## config.mk

```make
export PLATFORM = sky130hd
export DESIGN_NAME = lm_write_sequencer
export DESIGN_NICKNAME = d
export VERILOG_FILES = /design/src/rtl/lm_write_sequencer_pkg.sv /design/src/rtl/lowest_set_bit8.sv /design/src/rtl/lm_write_sequencer.sv
export SDC_FILE = /design/constraint.sdc
export NUM_CORES = 1
export LEC_CHECK = 0
export ABC_AREA = 1
export CAP_MARGIN = 20
export CORE_MARGIN = 5
export CORE_UTILIZATION = 40
export CTS_BUF_LIST = sky130_fd_sc_hd__clkbuf_4
export CTS_CLUSTER_SIZE = 8
export DETAILED_ROUTE_END_ITERATION = 8
export GPL_TIMING_DRIVEN = 0
export PLACE_DENSITY = 0.68
export SLEW_MARGIN = 20
export SYNTH_ARGS = -nofsm -noshare
export SYNTH_HDL_FRONTEND = slang
export SYNTH_SLANG_ARGS = --single-unit
```

## constraint.sdc

```tcl
create_clock -name clk -period 5.5 [get_ports clk]
set_input_delay 0.55 -clock clk [delete_from_list [all_inputs] [get_ports clk]]
set_output_delay 0.55 -clock clk [all_outputs]
set_load 0.03 [all_outputs]
```

## src/rtl/lm_write_sequencer_pkg.sv

```systemverilog
// Shared definitions for the Load-Multiple write sequencer.
package lm_write_sequencer_pkg;

  // Register bank geometry
  localparam int NREGS  = 8;
  localparam int RIDX_W = 3;

  // Index of the program counter inside the register bank
  localparam logic [RIDX_W-1:0] REG_PC = 3'd7;

  // Sequencer states: waiting, issuing reads, draining the final write
  typedef enum logic [1:0] {
    IDLE = 2'd0,
    RUN  = 2'd1,
    LAST = 2'd2
  } lm_state_t;

endpackage

```

## src/rtl/lowest_set_bit8.sv

```systemverilog
// Combinational priority encoder: index of the lowest set bit of an 8-bit mask.
module lowest_set_bit8
  import lm_write_sequencer_pkg::*;
(
  input  logic [NREGS-1:0]  vec,
  output logic [RIDX_W-1:0] idx,
  output logic              none
);

  // Scan from the top down so the lowest set bit is the one left standing
  always_comb begin
    // NOTE: every combinational output gets a default first so no path leaves it unassigned (no latch).
    idx  = '0;
    none = 1'b1;
    for (int i = NREGS - 1; i >= 0; i--) begin
      if (vec[i]) begin
        idx  = RIDX_W'(i);
        none = 1'b0;
      end
    end
  end

endmodule

```

## src/rtl/lm_write_sequencer.sv

```systemverilog
// Load-Multiple write sequencer: one memory read per selected register,
// then one register-bank write per cycle, lowest register index first.
module lm_write_sequencer
  import lm_write_sequencer_pkg::*;
#(
  parameter int DW = 16,
  parameter int AW = 16
) (
  input  logic              clk,
  input  logic              reset,
  input  logic              start,
  input  logic [NREGS-1:0]  mask,
  input  logic [AW-1:0]     base,
  output logic              mem_rd,
  output logic [AW-1:0]     mem_addr,
  input  logic [DW-1:0]     mem_data,
  output logic              rf_write,
  output logic [RIDX_W-1:0] rf_write_add,
  output logic [DW-1:0]     rf_in,
  output logic              busy,
  output logic              done,
  output logic              r7_loaded
);

  lm_state_t         state, stateNext;
  logic [NREGS-1:0]  pend, pendNext, srcVec;
  logic [AW-1:0]     addr, addrNext, addrSrc, memAddrNext;
  logic [RIDX_W-1:0] issIdx, issIdxNext, lsbIdx;
  logic              lsbNone, memRdNext, doneNext, issue;

  // The first issue comes straight from the request; later ones from the pending mask
  assign srcVec  = (state == IDLE) ? mask : pend;
  assign addrSrc = (state == IDLE) ? base : addr;

  lowest_set_bit8 uLsb (
    .vec  (srcVec),
    .idx  (lsbIdx),
    .none (lsbNone)
  );

  // Memory is registered, so read data lines up with the write issued the cycle after the read
  assign rf_in = mem_data;

  // Next-state and next-issue decision
  always_comb begin
    stateNext   = state;
    pendNext    = pend;
    addrNext    = addr;
    memRdNext   = 1'b0;
    memAddrNext = mem_addr;
    issIdxNext  = issIdx;
    doneNext    = 1'b0;
    issue       = 1'b0;

    case (state)
      IDLE: begin
        if (start) begin
          pendNext = mask;
          addrNext = base;
          if (lsbNone) doneNext = 1'b1;
          else         issue    = 1'b1;
        end
      end
      RUN: begin
        // No register left to read: the outstanding read turns into the final write
        if (lsbNone) begin
          stateNext = LAST;
          doneNext  = 1'b1;
        end else begin
          issue = 1'b1;
        end
      end
      LAST:    stateNext = IDLE;
      default: stateNext = IDLE;
    endcase

    if (issue) begin
      stateNext   = RUN;
      memRdNext   = 1'b1;
      memAddrNext = addrSrc;
      issIdxNext  = lsbIdx;
      pendNext    = srcVec & ~(NREGS'(1) << lsbIdx);
      addrNext    = addrSrc + AW'(1);
    end
  end

  // State, datapath and registered outputs; the write stage trails the read stage by one cycle
  always_ff @(posedge clk) begin
    if (reset) begin
      // NOTE: reset clears every register here, including the write pipe, so an in-flight read never lands.
      state        <= IDLE;
      pend         <= '0;
      addr         <= '0;
      issIdx       <= '0;
      mem_rd       <= 1'b0;
      mem_addr     <= '0;
      rf_write     <= 1'b0;
      rf_write_add <= '0;
      busy         <= 1'b0;
      done         <= 1'b0;
      r7_loaded    <= 1'b0;
    end else begin
      // NOTE: non-blocking assignments so every register samples pre-edge values.
      state        <= stateNext;
      pend         <= pendNext;
      addr         <= addrNext;
      issIdx       <= issIdxNext;
      mem_rd       <= memRdNext;
      mem_addr     <= memAddrNext;
      rf_write     <= mem_rd;
      rf_write_add <= issIdx;
      busy         <= memRdNext | mem_rd;
      done         <= doneNext;
      r7_loaded    <= mem_rd && (issIdx == REG_PC);
    end
  end

endmodule
```

==> results of run 1 <==
-- flip-flops by register name (all words and copies together) (netlist names) --
register      count
addr             16
mem_addr         16
pend              8
issIdx            3
rf_write_add      3
state             2
busy              1
done              1
mem_rd            1
r7_loaded         1
rf_write          1
-- layer usage --
| metal | routed length, um | vias to the layer above |
|---|---|---|
| met5 | 0 | - |
| met4 | 132 | 0 |
| met3 | 554 | 14 |
| met2 | 4250 | 105 |
| met1 | 3790 | 1453 |
| li1 | - | 1600 |
-- worst min-delay path by stage --
stage                      startpoint                   end  slack (ps)  depth (start not counted)
3_3_place_gp   issIdx[0]$_SDFFE_PP0N_  r7_loaded$_SDFF_PP0_         440                          2
3_5_place_dp   issIdx[0]$_SDFFE_PP0N_  r7_loaded$_SDFF_PP0_         440                          2
2_1_floorplan  issIdx[2]$_SDFFE_PP0N_  r7_loaded$_SDFF_PP0_         420                          2
4_1_cts        issIdx[1]$_SDFFE_PP0N_  r7_loaded$_SDFF_PP0_         460                          2
6_report       issIdx[1]$_SDFFE_PP0N_  r7_loaded$_SDFF_PP0_         460                          2
5_1_grt        issIdx[0]$_SDFFE_PP0N_  r7_loaded$_SDFF_PP0_         470                          2
-- cells by family after synthesis --
kind of cell | count (synthesis)
AO/OA/AOI/OAI | 90
multiplexers | 1
flip-flops | 53
adder cells (fa/ha/maj) | 1
buffers and inverters | 93
XOR/XNOR | 4
AND/OR/NAND/NOR | 226
-- cells in the mapped netlist, drive strengths merged --
cell type  count  area (um2)
a31oi          1        6.26
clkinv         1        3.75
nor4           1        6.26
nand3b         3        22.5
a21oi         30         150
nand2        128         498
nand3         23         120
nor2          65         267
xor2           4        35.0
o211ai         1        7.51
nor3           3        15.0
ha             1        12.5
inv           55         206
mux2i          1        10.0
buf           30         239
nand4          3        18.8
clkbuf         7        26.3
dfxtp         53        1060
o21ai         58         317
-- critical path, stage by stage, from the launching register on --
cell and delay, ps:
dfxtp_1 410, nor2_4 150, buf_6 170, buf_4 200, nand2_1 60, nand2_1 140
ha_1 200, inv_1 70, nor3_1 420, nand2_1 100, nand2_1 70, nand2_1 50
nand2_1 60, o211ai_1 70, nand2_1 70, inv_1 30
-- stage by stage --
step | setup slack [ps] | cell area, um2 | cells
floorplan | 3570 | 3020 | 468
global placement | 2980 | 3810 | 633
detailed placement | 3010 | 3810 | 633
CTS | 3140 | 3890 | 641
global route | 2920 | 3890 | 641
finish | 3130 | 3890 | 641
-- area by class of cell --
cell class                      instances  area [um2]
Timing Repair Buffer                   66         661
Clock inverter                          3        46.3
Multi-Input combinational cell        322        1490
Clock buffer                            5        37.5
Inverter                               56         210
Tap cell                               99         124
Sequential cell                        53        1060
Buffer                                 37         265
Fill cell                             762        3400
-- power breakdown --
group          switching, mW  total, mW  internal, mW  leakage, nW
clock network          0.131      0.227        0.0965       0.0414
logic                  0.183      0.303         0.119         1.29
registers             0.0168      0.434         0.417        0.438
total                  0.331      0.964         0.633         1.77
==> summary.txt, run 1 <==
fmax - 421 MHz
Ports - 83
clk root buf - clkbuf_4
RSZ-0062 raised after global routing - no
mux share of post-synthesis cell area - 0.331%
post-CTS sizing - 0
Synth Area in Adders - 0.414%
vias in the first global route - 3047
FF-to-FF setup slack - 3130 ps
First DRT Iteration DRCs - 199
Slew Viols, Final - 0
r2r endpoint - addr[8]$_SDFFE_PP0P_
Die Span Y - 96.9 um
final hold slack - 456 ps
CP arrival - 2680 ps
simple-gate share of the synthesized area - 31.3%
Lkg Pwr - 1.77 nW
first-pass GRT wire length - 14.3 mm
measured slew at the worst slew-check pin - 567 ps
Initial Util - 41.4%
Setup crit end - addr[8]$_SDFFE_PP0P_
layout cell share with drive strength beyond 1 - 10.9%
CTS H-tree lvls - 2
final setup fails - 0
Hold Fails Final Rpt - 0
FF+latch count, synth - 53
syn avg cell area - 6.46 um2
met1 usage - 21.8%
insertion delay to the later sink of the worst-skew pair - 390 ps
share of the core filled with cells - 53.3%
Routed Antenna Nets - 0
area grow syn2layout - 28.7%
Tmin final - 2370 ps
All-Layer GR Usage - 18.2%
Final GP Congestion - 0.945
# port buffers - 66
Worst Setup End Kind - flop
commonest cells after routing, fill and taps aside - 123 x nand2_1, 66 x clkdlybuf4s50_1, 60 x nor2_1
FF-to-FF Start - state[1]$_SDFFE_PP0P_
CTS Buffer Depth - 2
skew final - 13.1 ps
TritonCTS clock tree - yes
Relative slew margins - 62.2%
largest family of logic cells by synthesized area - simple AND/OR/NAND/NOR gates
total negative slack - 0 ps
grt met3 use - 4.53%
crit start category - flop
antenna violations before repair - 0
r2r worst-path depth - 15
status - complete, no violations
Post-CTS Setup Repair Bufs - 0
clock sink total - 53
Core ar. - 7290 um2
met2 GRT Util - 31.8%
Diodes inserted - 0
hpwl dp - 6.64 mm
DIE AREA - 9390 um2
Mapped Area - 3020 um2
nets - 585
VDD IR max - 0.000125 V
largest net degree at the start of global routing - 18
Via density - 4.95
Worst Path Class, Setup - flop to flop
Die Width - 96.9 um
Required @ worst endpoint - 5800 ps
post-synth cell types - 29
Num CTS Buffers - 5
register area share after synthesis - 35.1%
1st-pass router iterations - 5
hold_buf cts - 0
post-synthesis xor/xnor area fraction - 1.16%
Ys Warns - 0
vias - 3172
Mapped Nets - 512
worst min path class - flop to flop
Cell Rows - 31
crit path from - state[1]$_SDFFE_PP0P_
maxcap violations - 0
GR peak layer - met2
grt ovf - 0
post-synthesis compound-gate area fraction - 15.9%
Final Cycle Share - 43.2%
WL/cell - 13.6 um
Routed WL - 8.73 mm
Cell Pwr Density - 248 nW/um2
most common cell after layout, fill and taps aside - nand2_1
Power Total - 0.964 mW
crit path max fanout - 10
Clk pin slew, worst setup/hold paths - 160 ps
synthesized instance count - 468
drt drc - 0
Note: power is estimated with default switching activity, not from simulation.
==> inputs of run 2 (changes only) <==
--- a/config.mk
+++ b/config.mk
@@ -13,7 +13,7 @@
 export CTS_CLUSTER_SIZE = 8
 export DETAILED_ROUTE_END_ITERATION = 8
 export GPL_TIMING_DRIVEN = 0
-export PLACE_DENSITY = 0.68
+export PLACE_DENSITY = 0.71
 export SLEW_MARGIN = 20
 export SYNTH_ARGS = -nofsm -noshare
 export SYNTH_HDL_FRONTEND = slang
==> constraint.sdc (replaced) <==
create_clock -name clk -period 2.1 [get_ports clk]
set_input_delay 0.21 -clock clk [delete_from_list [all_inputs] [get_ports clk]]
set_output_delay 0.21 -clock clk [all_outputs]
set_load 0.03 [all_outputs]
==> run 2 against run 1 <==
Effect of this change:
- via count up 1.1%
- power rose to 2.6 times the previous value
- sequential share of layout area down 0.61 points
- routed wire length down 0.85%
- critical path depth down 2
==> summary.txt, run 2 (synthesis results as in run 1) <==
Required @ worst endpoint - 2430 ps (was 5800 ps)
layout cell share with drive strength beyond 1 - 15.3% (was 10.9%)
Hold Fails Final Rpt - 0 (unchanged)
Relative slew margins - 65.6% (was 62.2%)
final setup fails - 0 (unchanged)
nets - 591 (was 585)
Worst Path Class, Setup - flop to flop (unchanged)
clk root buf - clkbuf_4 (unchanged)
DP Worst Slack - -249 ps (was 3010 ps)
CTS H-tree lvls - 2 (unchanged)
Ports - 83 (unchanged)
WL/cell - 13.4 um (was 13.6 um)
crit path max fanout - 10 (unchanged)
worst min path class - input pin to flop (was flop to flop)
vias - 3206 (was 3172)
most common cell after layout, fill and taps aside - nand2_1 (unchanged)
final instance area - 4010 um2 (was 3890 um2)
Crit path max-delay family - simple AND/OR/NAND/NOR gates (unchanged)
status - complete, no violations (unchanged)
Worst Hold Depth - 2 (unchanged)
TritonCTS clock tree - yes (unchanged)
Cell Rows - 31 (unchanged)
Initial Util - 41.4% (unchanged)
Cell Int Power - 1.57 mW (was 0.633 mW)
grt ovf - 0 (unchanged)
Worst Setup End Kind - flop (unchanged)
critical path's most frequent cell - nand2_1 (unchanged)
critical path depth - 13 (was 15)
clock sink total - 53 (unchanged)
FF-to-FF setup slack - 80 ps (was 3130 ps)
# port buffers - 66 (unchanged)
Lkg Pwr - 1.80 nW (was 1.77 nW)
measured slew at the worst slew-check pin - 515 ps (was 567 ps)
Sw Pwr - 0.899 mW (was 0.331 mW)
Final Cycle Share - 96.2% (was 43.2%)
Net Sw Frac - 36.5% (was 34.3%)
Comb power frac - 33.8% (was 31.4%)
crit start category - flop (unchanged)
RSZ-0062 raised after global routing - yes (was no)
Via density - 4.96 (was 4.95)
area grow syn2layout - 32.6% (was 28.7%)
Diodes inserted - 0 (unchanged)
1st-pass router iterations - 5 (unchanged)
VDD IR max - 0.000417 V (was 0.000125 V)
hpwl dp - 6.58 mm (was 6.64 mm)
CP peak stage delay - 410 ps (was 420 ps)
maxcap violations - 0 (unchanged)
Tmin final - 2020 ps (was 2370 ps)
Largest regs - addr (16), mem_addr (16), pend (8) (unchanged)
drt drc - 0 (unchanged)
Setup WS post-layout - 78.9 ps (was 3130 ps)
r2r worst-path depth - 13 (was 15)
Slowest cell on crit path - dfxtp_4 (was nor3_1)
vias in the first global route - 3063 (was 3047)
fmax - 495 MHz (was 421 MHz)
insertion delay to the later sink of the worst-skew pair - 390 ps (about the same)
skew final - 26.3 ps (was 13.1 ps)
DIE AREA - 9390 um2 (unchanged)
commonest cells after routing, fill and taps aside - 119 x nand2_1, 66 x clkdlybuf4s50_1, 56 x nor2_1 (was 123 x nand2_1, 66 x clkdlybuf4s50_1, 60 x nor2_1)
Die Span Y - 96.9 um (unchanged)
Routed WL - 8.66 mm (was 8.73 mm)
Slew Viols, Final - 0 (unchanged)
Die Width - 96.9 um (unchanged)
antenna violations before repair - 0 (unchanged)
All-Layer GR Usage - 18.3% (was 18.2%)
largest net degree at the start of global routing - 20 (was 18)
clock share of power - 20.1% (was 23.6%)
Crit path buffers/inverters - 3 (was 4)
CTS Buffer Depth - 2 (unchanged)
Cell Pwr Density - 615 nW/um2 (was 248 nW/um2)
sequential power share - 46.1% (was 45.0%)
CP arrival - 2350 ps (was 2680 ps)
Routed Antenna Nets - 0 (unchanged)
area of placed instances - 3810 um2 (unchanged)
first-pass GRT wire length - 14.5 mm (was 14.3 mm)
Core ar. - 7290 um2 (unchanged)
Final GP Congestion - 0.962 (was 0.945)
Clk pin slew, worst setup/hold paths - 180 ps (was 160 ps)
fill cell count - 739 (was 762)
First DRT Iteration DRCs - 224 (was 199)
cells along the critical path - nor2_4, buf_4, nand2_1, o21ai_2, nand2_1, nor2_2, nand2_2, nand2_4, nand2_2, inv_2, buf_6, nand2_1, a21oi_1 (was nor2_4, buf_6, buf_4, nand2_1, nand2_1, ha_1, inv_1, nor3_1, nand2_1, nand2_1, nand2_1, nand2_1, o211ai_1, nand2_1, inv_1)
final hold slack - 436 ps (was 456 ps)
Num CTS Buffers - 5 (unchanged)
## run 2: final timing paths
check,startpoint,end
max reg2reg,state[1]$_SDFFE_PP0P_,addr[6]$_SDFFE_PP0P_
min,reset,rf_write$_SDFF_PP0_
min reg2reg,issIdx[0]$_SDFFE_PP0N_,r7_loaded$_SDFF_PP0_
max,state[1]$_SDFFE_PP0P_,addr[6]$_SDFFE_PP0P_
## run 2: metrics by stage
stage	total power, mW	util (%)	std cells	TNS, ps
floorplan	1.67	-	468	0
global placement	1.93	52.2	633	-263
detailed placement	1.95	52.2	633	-526
CTS	2.44	53.2	640	0
global route	2.61	55.0	647	-262
finish	2.46	55.0	647	0
## run 2: power by group through the flow
stage / logic, mW / registers (mW) / clock network, mW
global placement: 0.777 / 1.16 / 0
floorplan: 0.450 / 1.22 / 0
detailed placement: 0.789 / 1.16 / 0
finish: 0.833 / 1.14 / 0.496
global route: 0.913 / 1.15 / 0.551
CTS: 0.794 / 1.14 / 0.512
## run 2: worst reg2reg max path, delay by kind of cell, from the launching register on
family                 cells  cell delay [ps]
AND/OR/NAND/NOR            8              890
buffers and inverters      3              450
flip-flops                 1              410
AO/OA/AOI/OAI              2              200
## run 2: repair_timing
item	4_1_cts	5_1_grt
hold buffers	0	0
gates resized for setup	4	39
buffers inserted	0	6
setup endpoints to repair	12	43
pin swaps	0	4
gates cloned	0	1
## run 2: area by class of cell
type                            instances  area [um2]  area share (%)
Buffer                                 36         283            7.06
Sequential cell                        53        1070            26.7
Inverter                               56         210            5.25
Multi-Input combinational cell        322        1550            38.6
Timing Repair Buffer                   73         713            17.8
Clock buffer                            5        37.5           0.937
Clock inverter                          3        26.3           0.656
Tap cell                               99         124            3.09
## run 2: metal layers
layer	up-vias	GRT usage (%)	share of wire, %
met1	1438	22.0	43
met5	-	0	0
met4	0	5.51	2.0
met2	129	31.7	47
met3	17	4.82	7.5
li1	1622	-	-
